### src/rtl/piso_pkg_amisha.sv
// Shared definitions for the PISO shift transmitter: state encoding and
// the bit-counter width helper.
package piso_pkg_amisha;

  localparam logic ST_IDLE  = 1'b0;
  localparam logic ST_SHIFT = 1'b1;

  typedef enum logic {
    S_IDLE  = ST_IDLE,
    S_SHIFT = ST_SHIFT
  } state_e;

  // Wide enough to hold 0..nbits so the counter can never wrap inside a frame.
  function automatic int cnt_width(input int nbits);
    return $clog2(nbits + 1);
  endfunction

endpackage

### src/rtl/bit_counter_amisha.sv
// Synchronous-clear, enabled up-counter that saturates at MAX and flags
// the terminal count (used as the last-bit indicator of a frame).
module bit_counter_amisha
  import piso_pkg_amisha::*;
#(
  parameter int MAX = 7
) (
  input  logic clk,
  input  logic clr,
  input  logic en,
  output logic last
);

  localparam int CW = cnt_width(MAX + 1);
  localparam logic [CW-1:0] TC = CW'(MAX);

  logic [CW-1:0] cnt;

  always_ff @(posedge clk) begin
    if (clr) begin
      cnt <= '0;
    end else if (en && (cnt != TC)) begin
      cnt <= cnt + CW'(1);
    end
  end

  assign last = (cnt == TC);

endmodule

### src/rtl/piso_shift_tx_amisha.sv
// Parallel-in serial-out transmitter, LSB first, with frame and done pulse.
// Define PISO_PARITY_EN to append an even-parity bit after the data bits.
module piso_shift_tx_amisha
  import piso_pkg_amisha::*;
#(
  parameter int WIDTH = 8
) (
  input  logic             clk_amisha,
  input  logic             reset_amisha,
  input  logic             load_amisha,
  input  logic [WIDTH-1:0] din_amisha,
  output logic             ready_amisha,
  output logic             sout_amisha,
  output logic             frame_amisha,
  output logic             done_tick_amisha
);

`ifdef PISO_PARITY_EN
  localparam int NBITS = WIDTH + 1;
`else
  localparam int NBITS = WIDTH;
`endif

  state_e           state;
  state_e           state_nx;
  logic [NBITS-1:0] shreg;
  logic [NBITS-1:0] load_word;
  logic             last;
  logic             in_shift;

`ifdef PISO_PARITY_EN
  assign load_word = {^din_amisha, din_amisha};
`else
  assign load_word = din_amisha;
`endif

  assign in_shift = (state == S_SHIFT);

  // Counter is held clear whenever idle so each frame starts from bit 0.
  bit_counter_amisha #(
    .MAX(NBITS - 1)
  ) u_bit_counter (
    .clk (clk_amisha),
    .clr (reset_amisha || !in_shift),
    .en  (in_shift),
    .last(last)
  );

  always_comb begin
    state_nx = state;
    case (state)
      S_IDLE:  if (load_amisha) state_nx = S_SHIFT;
      S_SHIFT: if (last)        state_nx = S_IDLE;
      default: state_nx = S_IDLE;
    endcase
  end

  always_ff @(posedge clk_amisha) begin
    if (reset_amisha) begin
      state <= S_IDLE;
      shreg <= '0;
    end else begin
      state <= state_nx;
      if (state == S_IDLE && load_amisha) begin
        shreg <= load_word;
      end else if (in_shift) begin
        shreg <= shreg >> 1;
      end
    end
  end

  // Outputs depend only on state and registers, never on load/din.
  assign ready_amisha     = (state == S_IDLE);
  assign frame_amisha     = in_shift;
  assign sout_amisha      = in_shift & shreg[0];
  assign done_tick_amisha = in_shift & last;

endmodule
### config.mk
export PLATFORM = sky130hd
export DESIGN_NAME = piso_shift_tx_amisha
export DESIGN_NICKNAME = d
export VERILOG_FILES = /design/src/rtl/piso_pkg_amisha.sv /design/src/rtl/bit_counter_amisha.sv /design/src/rtl/piso_shift_tx_amisha.sv
export SDC_FILE = /design/constraint.sdc
export NUM_CORES = 1
export LEC_CHECK = 0
export CAP_MARGIN = 20
export CORE_AREA = 8 8 45 47
export DETAILED_ROUTE_END_ITERATION = 7
export DIE_AREA = 0 0 53 55
export PLACE_DENSITY = 0.82
export SYNTH_ARGS = -nofsm -noshare
export SYNTH_HDL_FRONTEND = slang
export SYNTH_SLANG_ARGS = --single-unit
### constraint.sdc
create_clock -name clk_amisha -period 2.1 [get_ports clk_amisha]
set_clock_uncertainty 0.2 [all_clocks]
set_input_delay 0.315 -clock clk_amisha [delete_from_list [all_inputs] [get_ports clk_amisha]]
set_output_delay 0.315 -clock clk_amisha [all_outputs]
set_load 0.02 [all_outputs]
==> summary.md <==
| Metric | Value |
|---|---|
| Max rail drop VDD | `294 µV` |
| PwrDens | `630 nW/µm²` |
| WP data required | `1.58 ns` |
| Distinct cells, synth | `19` |
| Ports | `15` |
| Reg2reg path depth | `3` |
| Top cells by count, synth | `dfxtp_1 (13), mux2i_1 (11), a211oi_1 (8), nor2b_1 (7), nand3b_1 (4)` |
| Synth Area per Inst | `10.1 µm²` |
| DP Worst Slack | `0.118 ns` |
| Max cap viols | `0` |
| GPL Wtd Cong | `0.740` |
| Clock buffer depth | `2` |
| Clk slew on worst S/H paths | `0.08 ns` |
| Final setup fails | `0` |
| Clk_lat worst skew | `0.28 ns` |
| CTS Sinks | `13` |
| Seq/Total Area, Yosys | `0.423` |
| Final period util | `0.953` |
| Crit. Startpoint | `frame_amisha` |
| Clock Power Share | `0.303` |
| Slew margin rel. | `0.820` |
| Async S/R FF share, synth | `0` |
| Layout cells sized above 1 | `0.101` |
| DIE WIDTH | `53 µm` |
| RSZ-0062 raised after global routing | `no` |
| Crit Reg-Reg Startpoint | `frame_amisha` |
| Final core occ | `0.589` |
| Fill cells | `133` |
| Critical path fanouts, max | `9` |
| Post-route cell area | `815 µm²` |
| Vias | `525` |
| Crit path to | `sout_amisha` |
| Pleak | `0.334 nW` |
| Pwr Total | `0.000513 W` |
| Sw power | `0.000128 W` |
| CTS root buffer | `clkbuf_4` |
| Total internal power | `0.000385 W` |
| R2R Path End | `u_bit_counter.cnt[3]` |
| Outcome | `completed` |
| Yosys reg bits | `13` |
| Number of synthesized flops with an enable pin | `0` |
| Placement Cell Area | `788 µm²` |
| Crit end category | `primary output` |
| Synth area leader | `dfxtp_1` |
| Register-to-register setup slack | `0.57 ns` |
| Critical Path AT | `1.49 ns` |
| Overall Global Routing Usage | `0.0999` |
| Gate power share | `0.167` |
| CTS Buf Count | `3` |
| Hold crit path type | `reg -> reg` |
| CP Launch Type | `flop` |
| Hold Vio Cnt, Final | `0` |
| Antenna diode count | `0` |
| Mapped Area | `616 µm²` |
| Final wirelength | `1.30 mm` |
| Core region area | `1380 µm²` |
| Wire per inst | `13.7 µm` |
| Antenna Nets Post-Route | `0` |
| Post-Syn Nets | `73` |
| # rows | `14` |
| Global-route wire length before repair | `2.26 mm` |
| Top_reg_cell synth | `dfxtp_1` |
| Post-CTS setup buffer count | `0` |
| Vias in the first global route | `510` |
| Drt first pass iters | `2` |
| Mapped Cells | `61` |
| CP Class | `reg -> out` |
| Count leader, synth | `dfxtp_1` |
| Initial Utilization | `0.445` |
| Largest net degree at the start of global routing | `13` |
| DIE HEIGHT | `55 µm` |
| Residual DRC | `0` |
| Via density | `5.53` |
| Sequential Power Share | `0.530` |
| DRT iter0 DRCs | `4` |
| Number of H-tree levels | `1` |
| Yosys top cell area share | `0.423` |
| CTS tree | `built` |
| Final Max Slew Viols | `0` |
| Yosys warnings | `0` |
| Area of the die | `2920 µm²` |
| Worst Max-Slew Pin Slew | `0.269 ns` |
| Final #Nets | `92` |
| Switching portion of total power | `0.249` |
| GR Overflow Total | `0` |
| Initial antenna violation count | `0` |
| Final worst path period need | `2.00 ns` |
| Port Buffers | `14` |
| Fin worst setup slack | `0.0995 ns` |
| Top cells by area in the synthesized netlist | `dfxtp_1 (42%), mux2i_1 (18%), a211oi_1 (9.8%)` |
| DP HPWL | `973 µm` |
| Setup TNS | `0 ns` |
| Area delta synth->final | `32.3%` |
| Fmax | `500 MHz` |
## power by group through the flow
stage               sequential (W)  clock [W]  combinational [W]
floorplan                 0.000275          0          0.0000486
global placement          0.000277          0          0.0000843
detailed placement        0.000278          0          0.0000860
CTS                       0.000272   0.000161          0.0000865
global route              0.000275   0.000177          0.0000948
finish                    0.000272   0.000155          0.0000858
## layout by cell type, fill, tap and decap left out
cell type / Yosys / routed
or3b_1: 1 / 1
and3b_1: 1 / 1
clkbuf_4: 0 / 3
buf_4: 1 / 5
ha_1: 1 / 1
clkbuf_1: 2 / 1
and2_1: 2 / 2
a211oi_1: 8 / 8
nand3b_1: 4 / 4
or4b_1: 1 / 1
dfxtp_1: 13 / 13
clkdlybuf4s15_1: 0 / 1
nor2b_1: 7 / 7
nand3_1: 1 / 1
nor4_1: 1 / 1
nor3_1: 1 / 1
clkdlybuf4s50_1: 0 / 13
mux2i_1: 11 / 11
clkinv_1: 1 / 1
nor2_1: 2 / 2
and3_1: 1 / 1
## worst min path at each step
| stage | from | end | slack [ns] | depth (start not counted) |
|---|---|---|---|---|
| finish | shreg[3] | shreg[2] | 0.32 | 2 |
| global route | u_bit_counter.cnt[1] | u_bit_counter.cnt[1] | 0.34 | 2 |
| CTS | shreg[1] | shreg[0] | 0.32 | 2 |
| detailed placement | shreg[1] | shreg[0] | 0.31 | 2 |
| global placement | shreg[3] | shreg[2] | 0.29 | 2 |
| floorplan | u_bit_counter.cnt[3] | u_bit_counter.cnt[3] | 0.28 | 2 |
## area by class of cell
class                   count  area [µm²]  share of cell area
repair buffers             19         178               0.218
inverters                   1        3.75             0.00461
multi-input cells          42         327               0.401
flip-flops and latches     13         260               0.320
clock buffers               4        26.3              0.0323
well taps                  16        20.0              0.0246
## cell families after synthesis
family                     after synthesis  synth area share
buffers and inverters                    6            0.0468
AOI/OAI and AO/OA                        8            0.0976
adders and majority gates                1            0.0203
and+or+nand+nor                         22             0.234
DFF                                     13             0.423
muxes                                   11             0.179
## timing repair
action                                  in CTS  in global routing
gates resized for setup                      1                  1
hold buffers                                 0                  0
gates cloned                                 0                  0
endpoints found under the setup margin       1                  1
## flip-flops by register name, indices dropped and copies added, names as in the netlist
| register | count |
|---|---|
| shreg | 8 |
| u_bit_counter.cnt | 4 |
| frame_amisha | 1 |
## worst max-delay path, cell delays in order (launching register included)
cell,delay (ns)
dfxtp_1,0.46
and2_1,0.16
clkdlybuf4s50_1,0.59
## metrics by stage
step,hold WS [ns],instances
2_1_floorplan,0.277,61
3_3_place_gp,0.293,91
3_5_place_dp,0.307,91
4_1_cts,0.317,95
5_1_grt,0.336,95
6_report,0.316,95
## layer usage
metal	vias up	share of wire	GRT usage
met5	-	0	0
met4	0	0.014	0.0388
met3	3	0.057	0.0321
met2	16	0.46	0.158
met1	246	0.46	0.123
li1	260	-	-
Power figures use the tool's default switching activity.
